$ cat config.mk
export PLATFORM = sky130hd
export DESIGN_NAME = sha256_padder
export DESIGN_NICKNAME = d
export VERILOG_FILES = /design/src/rtl/sha256_pkg.sv /design/src/rtl/sha256_padder.sv
export SDC_FILE = /design/constraint.sdc
export NUM_CORES = 1
export LEC_CHECK = 0
export ABC_AREA = 1
export CORE_UTILIZATION = 52
export DETAILED_ROUTE_END_ITERATION = 8
export PLACE_DENSITY = 0.83
export SLEW_MARGIN = 20
export SYNTH_ARGS = -nofsm -noshare
export SYNTH_HDL_FRONTEND = slang
export SYNTH_SLANG_ARGS = --single-unit
$ cat constraint.sdc
create_clock -name clk -period 6.5 [get_ports clk]
set_clock_uncertainty 0.2 [all_clocks]
set_input_delay 0.975 -clock clk [delete_from_list [all_inputs] [get_ports clk]]
set_output_delay 0.975 -clock clk [all_outputs]
set_load 0.01 [all_outputs]
$ cat src/rtl/sha256_pkg.sv
// Shared definitions for the SHA-256 block producer: FSM encodings and
// padding constants.
package sha256_pkg;

    typedef enum logic [1:0] {
        S_FILL = 2'd0,
        S_PAD  = 2'd1,
        S_EMIT = 2'd2
    } state_t;

    // Padding word that starts the trailer when the message ends on a word boundary.
    localparam logic [31:0] PAD_WORD    = 32'h8000_0000;
    localparam int          BLOCK_WORDS = 16;

endpackage

$ cat src/rtl/sha256_padder.sv
// SHA-256 message padder: collects a big-endian 32-bit word stream into
// 512-bit blocks, appends the 0x80 marker, zero fill and the 64-bit bit
// length, and hands blocks to the core with first/last flags.
module sha256_padder
    import sha256_pkg::*;
#(
    parameter int LEN_W = 64
) (
    input  logic         clk,
    input  logic         reset_n,
    input  logic         in_valid,
    output logic         in_ready,
    input  logic [31:0]  in_data,
    input  logic         in_last,
    input  logic [2:0]   in_nbytes,
    output logic [511:0] block,
    output logic         block_valid,
    input  logic         block_ready,
    output logic         block_first,
    output logic         block_last
);

    state_t            state_reg;
    state_t            ret_state_reg;
    logic [31:0]       buf_reg [0:BLOCK_WORDS-1];
    logic [4:0]        widx_reg;
    logic [LEN_W-1:0]  len_reg;
    logic              pad_pend_reg;
    logic              first_flag_reg;
    logic              in_ready_reg;
    logic              block_valid_reg;
    logic              block_last_reg;

    logic [2:0]        n_eff;
    logic [63:0]       len_ext;

    // Keep the top n message bytes of the final word and drop the 0x80
    // marker into the first unused byte. A full word is passed through; its
    // marker is written later as a separate padding word.
    function automatic logic [31:0] byte_pad(input logic [31:0] d, input logic [2:0] n);
        logic [31:0] w;
        case (n)
            3'd0:    w = PAD_WORD;
            3'd1:    w = {d[31:24], 24'h80_0000};
            3'd2:    w = {d[31:16], 16'h8000};
            3'd3:    w = {d[31:8],  8'h80};
            default: w = d;
        endcase
        return w;
    endfunction

    // Effective byte count of the incoming word: 4 unless it closes the
    // message, and out-of-range counts saturate at a full word.
    always_comb begin
        n_eff = 3'd4;
        if (in_last && (in_nbytes < 3'd4)) begin
            n_eff = in_nbytes;
        end
    end

    assign len_ext = 64'(len_reg);

    // Main FSM: fill from the input stream, pad, then hold the block until the core takes it.
    always_ff @(posedge clk) begin
        if (!reset_n) begin
            state_reg       <= S_FILL;
            ret_state_reg   <= S_FILL;
            widx_reg        <= '0;
            len_reg         <= '0;
            pad_pend_reg    <= 1'b0;
            first_flag_reg  <= 1'b1;
            in_ready_reg    <= 1'b0;
            block_valid_reg <= 1'b0;
            block_last_reg  <= 1'b0;
            for (int i = 0; i < BLOCK_WORDS; i++) begin
                buf_reg[i] <= '0;
            end
        end else begin
            case (state_reg)
                S_FILL: begin
                    if (!in_ready_reg) begin
                        // First cycle out of reset: open the input next cycle.
                        in_ready_reg <= 1'b1;
                    end else if (in_valid) begin
                        len_reg <= len_reg + LEN_W'({n_eff, 3'b000});
                        if (!in_last) begin
                            buf_reg[widx_reg[3:0]] <= in_data;
                            widx_reg               <= widx_reg + 5'd1;
                            if (widx_reg == 5'd15) begin
                                state_reg       <= S_EMIT;
                                ret_state_reg   <= S_FILL;
                                block_last_reg  <= 1'b0;
                                block_valid_reg <= 1'b1;
                                in_ready_reg    <= 1'b0;
                            end
                        end else begin
                            in_ready_reg <= 1'b0;
                            state_reg    <= S_PAD;
                            if (n_eff == 3'd0) begin
                                // Nothing to store; the marker goes in as a full padding word.
                                pad_pend_reg <= 1'b1;
                            end else begin
                                buf_reg[widx_reg[3:0]] <= byte_pad(in_data, n_eff);
                                widx_reg               <= widx_reg + 5'd1;
                                pad_pend_reg           <= (n_eff == 3'd4);
                            end
                        end
                    end
                end

                S_PAD: begin
                    if (widx_reg == 5'd16) begin
                        // Block full before the trailer fits: emit and continue padding.
                        state_reg       <= S_EMIT;
                        ret_state_reg   <= S_PAD;
                        block_last_reg  <= 1'b0;
                        block_valid_reg <= 1'b1;
                    end else if ((widx_reg == 5'd14) && !pad_pend_reg) begin
                        buf_reg[14]     <= len_ext[63:32];
                        buf_reg[15]     <= len_ext[31:0];
                        state_reg       <= S_EMIT;
                        ret_state_reg   <= S_FILL;
                        block_last_reg  <= 1'b1;
                        block_valid_reg <= 1'b1;
                    end else begin
                        buf_reg[widx_reg[3:0]] <= pad_pend_reg ? PAD_WORD : 32'h0;
                        pad_pend_reg           <= 1'b0;
                        widx_reg               <= widx_reg + 5'd1;
                    end
                end

                S_EMIT: begin
                    if (block_ready) begin
                        block_valid_reg <= 1'b0;
                        widx_reg        <= '0;
                        if (block_last_reg) begin
                            state_reg      <= S_FILL;
                            len_reg        <= '0;
                            first_flag_reg <= 1'b1;
                            in_ready_reg   <= 1'b1;
                        end else begin
                            state_reg      <= ret_state_reg;
                            first_flag_reg <= 1'b0;
                            in_ready_reg   <= (ret_state_reg == S_FILL);
                        end
                    end
                end

                default: begin
                    state_reg    <= S_FILL;
                    in_ready_reg <= 1'b0;
                end
            endcase
        end
    end

    // The block output is the word buffer itself, word 0 in the top bits.
    genvar gi;
    generate
        for (gi = 0; gi < BLOCK_WORDS; gi++) begin : g_block
            assign block[511-32*gi -: 32] = buf_reg[gi];
        end
    endgenerate

    assign in_ready    = in_ready_reg;
    assign block_valid = block_valid_reg;
    assign block_first = first_flag_reg;
    assign block_last  = block_last_reg;

endmodule

# Word-level counts from Yosys, hierarchy flattened
# Memory sizes are Yosys's and may differ from the RTL's.
# Cells that the tools add are included.
totals:
  reg_bits: 78
  ramBits: 512
  in_bits: 40
  output_inout_bits: 516
  word_cells: 155
  mem_count: 1
op_classes:
  add_sub_neg: 2
  n_lt_le_gt_ge: 1
  n_eq_ne: 21
  n_mux: 98
  bitwise_logic: 5
  reduce_logical: 18
memory_table:
  columns: ["memory", "depth", "word_bits", "rd", "rd_ports_with_merged_regs", "write_ports", "line", "rtl"]
  rows:
  - ["buf_reg", 16, 32, 16, 0, 16, "sha256_padder.sv:25", "logic [31:0] buf_reg [0:BLOCK_WORDS-1];"]
op_table:
  columns: ["operator", "n"]
  rows:
  - ["$mux 32", 12]
  - ["$mux 64", 4]
  - ["$pmux 64 s2", 1]
  - ["$pmux 24 s3", 1]
  - ["$add 64x6->64", 1]
  - ["$mux 1", 50]
  - ["$mux 5", 7]
  - ["$reduce_or 32->1", 1]
  - ["$mux 2", 14]
  - ["$ne 2x2->1 const B", 9]
  - ["$pmux 5 s3", 1]
  - ["$reduce_and 7->1", 2]
  - ["$reduce_and 6->1", 2]
  - ["$eq 5x4->1 const B", 2]
  - ["$reduce_and 5->1", 2]
  - ["$ne 3x3->1 const B", 3]
  - ["$eq 3x2->1 const B", 2]
  - ["$pmux 1 s3", 2]
  - ["$pmux 2 s3", 1]
  - ["$add 5x1->5 const B", 1]
  - ["$eq 5x5->1 const B", 1]
  - ["$logic_not 2->1", 2]
  - ["$mux 4", 1]
  - ["$or 1x1->1", 4]
  - ["15 further kinds", 19]

# Depth between registers and ports, before layout
logic_depth:
  ltp_word: 15
  depth_mapped: 17

# Worst setup path before layout
# No wires, ideal clock.
synth_timing:
  path_type: "input to register"
  startpoint: "in in_nbytes[2]"
  endpoint: "mem buf_reg[14][0], enable pin"
  arrival_time_ns: 2.840
  required_ns: 5.739
  setup_slack_ns: 2.898
  cell_stages: 10
  path_cell_list: "inv_1 > nand2_1 > nor2_4 > nor2_2 > nand3_1 > nand2_1 > nand3_4 > nand2_1 > buf_2 > nand3_1"
synth_lines:
  columns: ["item", "line", "rtl"]
  rows:
  - ["start: declaration", "sha256_padder.sv:15", "input logic [2:0] in_nbytes,"]
  - ["end: declaration", "sha256_padder.sv:25", null]

==> run metrics <==
CTS clk-pin slew, worst paths 0.06 ns; Crit Path Class flop to flop; flop2flop setup slack between 2 and 2.5 ns; Inst Count DP 3,276; Max-Slew Margin vs Limit 22.2%; Worst Hold Endpoint block_valid; Buf+Inv Stages, Crit Path 4; Worst setup EP type flop; Pwr Total 8110 µW; min cycle time layout 4.30 ns; Reg-to-Reg End buf_reg[15][14]; DRC Markers 0; gpl congestion 0.915; min-delay worst type flop to flop; Syn Inst Count 2,194; I/O pins 556; HP Start block_valid; Mapped Avg Cell Area 10.9 µm²; asr flop ratio synth 0%; nets@finish 2,781; Starting Density a little over half; sequential area share after synthesis approximately 70%; Post-DP HPWL 58,200 µm; hold-critical path depth 2; TNS Setup 0 ns; CP top delay family simple AND/OR/NAND/NOR gates; DR WL/cell 24.0 µm; worst-path cell chain inv_1 -> ha_1 -> inv_1 -> nor2_1 -> nand3b_1 -> nand3_1 -> nor2_1 -> inv_2 -> nand3_4 -> nand2_1 -> nand3_1 -> buf_4; CTS tree done; Detailed Routing Iterations Pass 1 6; share of cells above drive strength 1 slightly below 6%; synthesized area 0.0239 mm²; Antenna Nets Post-Route 0; worst endpoint required time 6.63 ns; number of enable flip-flop cells after synthesis slightly above 500; RSZ-0062 raised after global routing no; vias in the first global route ~18,000; # resized after CTS 0; CTS Buf Count 55; count of pins over their slew limit 0; Setup Fix Bufs, Post-CTS 0; initial antenna violation count 1; first-pass GRT wire length 115,000 µm; ys flop type edfxtp_1; Area Overhead vs Synth 31.9%; Hold Buf Count CTS 0; # port buffers roughly 560; Slew @ Worst Pin 1.16 ns; total die area 0.0469 mm²; RR Startpoint widx_reg[0]; Reg2Reg Depth 12; die extent in x 216 µm; CP Data Arrival Time 4.43 ns; clock sinks 586; maxcap violations 0; Worst-Skew Late Latency 0.61 ns; LEAKAGE 0.0135 µW; Worst Setup SP widx_reg[0]; Hold Vio Cnt, Final 0; Final setup viols 0; clock tree buffer depth 3; syn_nets 2,242; Max FO, Critical Path 31; Vias/cell 5.55; Core Region 0.0454 mm²; largest net degree at the start of global routing 55; WL final 81,100 µm; Total GRT Usage between 30% and 40%; # diodes 0; Largest register FFs 512; vias around 19,000; H-tree Lvls 2; Peak Freq 0.232 GHz; Root Driver clkbuf_16; VDD IR max 0.171 mV; row cnt 78; P per Cell Area around 260 mW/mm²; outcome finished, final reports clean; count of different cell masters after synthesis 41; slowest cell on the critical path nand2_1; Finished Layout Cells 3,373; Startpoint Class flop; critical path's largest stage delay 0.81 ns; synthesized flop and latch total ~600; Syn. warnings 0; initial DRC count 2,618; Tcrit/Tclk final approximately 66%; DIE HEIGHT between 200 and 250 µm; total gr overflow 0
worst reg2reg max path: stages, from the launching register on:
cell and delay, ns:
dfxtp_1 0.34, inv_1 0.13, ha_1 0.24, inv_1 0.05
nor2_1 0.23, nand3b_1 0.18, nand3_1 0.13, nor2_1 0.06
inv_2 0.30, nand3_4 0.28, nand2_1 0.82, nand3_1 0.62
buf_4 0.43
synth_stat cells, types with 2 or more instances:
cell | count | area (µm²)
nor3_1 | 37 | 185
nor2_2 | 3 | 18.8
nor3b_1 | 2 | 15.0
inv_4 | 3 | 18.8
o21a_1 | 2 | 15.0
nor2_1 | 371 | 1390
o211ai_1 | 3 | 22.5
dfxtp_1 | 74 | 1480
ha_1 | 8 | 100
a21oi_1 | 47 | 235
nand2_2 | 8 | 50.1
nand3b_1 | 2 | 15.0
nand2_4 | 5 | 56.3
nand4_2 | 3 | 37.5
nor4_1 | 6 | 37.5
inv_2 | 16 | 60.1
nand3_1 | 78 | 390
nor2_4 | 13 | 146
buf_6 | 12 | 135
o22ai_1 | 44 | 275
o2111ai_1 | 2 | 17.5
o21ai_0 | 52 | 260
a31oi_1 | 2 | 12.5
buf_2 | 46 | 230
nand2_1 | 415 | 1560
inv_1 | 364 | 1370
clkbuf_1 | 16 | 60.1
xor2_1 | 2 | 17.5
edfxtp_1 | 512 | 15400
nand4_1 | 22 | 138
buf_4 | 14 | 105
worst max path at each step:
stage               cells after the start              end  slack (ns)
floorplan                              10   buf_reg[14][0]        2.90
global placement                       10  buf_reg[15][12]        1.94
detailed placement                     10  buf_reg[15][10]        1.75
CTS                                    12  buf_reg[15][30]        2.35
global route                           12   buf_reg[15][8]        1.86
finish                                 12  buf_reg[15][14]        2.20
layout by cell type (no fill, tap or decap), types with 4 or more instances in the layout:
master / n
a21oi_1: 47
inv_2: 17
o21ai_0: 52
nor3_1: 37
ha_1: 8
dfxtp_1: 74
nand2_2: 15
nor4_1: 6
nor2_2: 4
clkdlybuf4s50_1: 554
clkbuf_16: 56
clkinv_2: 12
clkbuf_1: 8
inv_1: 364
nand2_1: 408
nand4_1: 22
nand3_1: 78
nor2_1: 370
o22ai_1: 44
clkinv_1: 9
edfxtp_1: 512
buf_4: 16
nand2_4: 5
nor2_4: 13
through the flow:
stage	hold slack, ns	utilization [%]	worst slack [ns]	area, µm²
after global placement	0.249	65.7	1.94	29800
after global routing	0.280	69.5	1.86	31500
after detailed placement	0.258	65.7	1.75	29800
final	0.260	69.5	2.20	31500
after CTS	0.271	69.5	2.35	31500
after floorplan	0.243	-	2.90	23900
kinds of logic after synthesis:
family	after synthesis	share of synthesized area (%)
compound gates	156	3.64
xor+xnor	2	0.0733
fa+ha+maj	8	0.419
buf+inv	473	8.29
flops	586	70.5
simple gates	969	17.1
where the power goes:
group / switching (µW) / internal (µW) / total, µW
registers: 71.4 / 4220 / 4290
logic: 421 / 267 / 688
clock network: 1410 / 1730 / 3130
layer usage:
metal / vias to the layer above / share of wire [%] / global-route usage (%)
met2: 1355 / 49 / 56.8
li1: 8203 / - / -
met4: 0 / 5.5 / 17.2
met1: 8954 / 35 / 42.2
met5: - / 0 / 0
met3: 218 / 11 / 7.27
area by class of cell:
| cell class | instances | area, µm² |
|---|---|---|
| clock buffer | 67 | 1470 |
| clock inverter | 30 | 241 |
| fill | 3171 | 13800 |
| inverter | 384 | 1450 |
| multi-input combinational | 1135 | 5100 |
| sequential | 586 | 16900 |
| tap | 600 | 751 |
| timing repair buffer | 571 | 5670 |
Note: power is estimated with default switching activity, not from simulation.
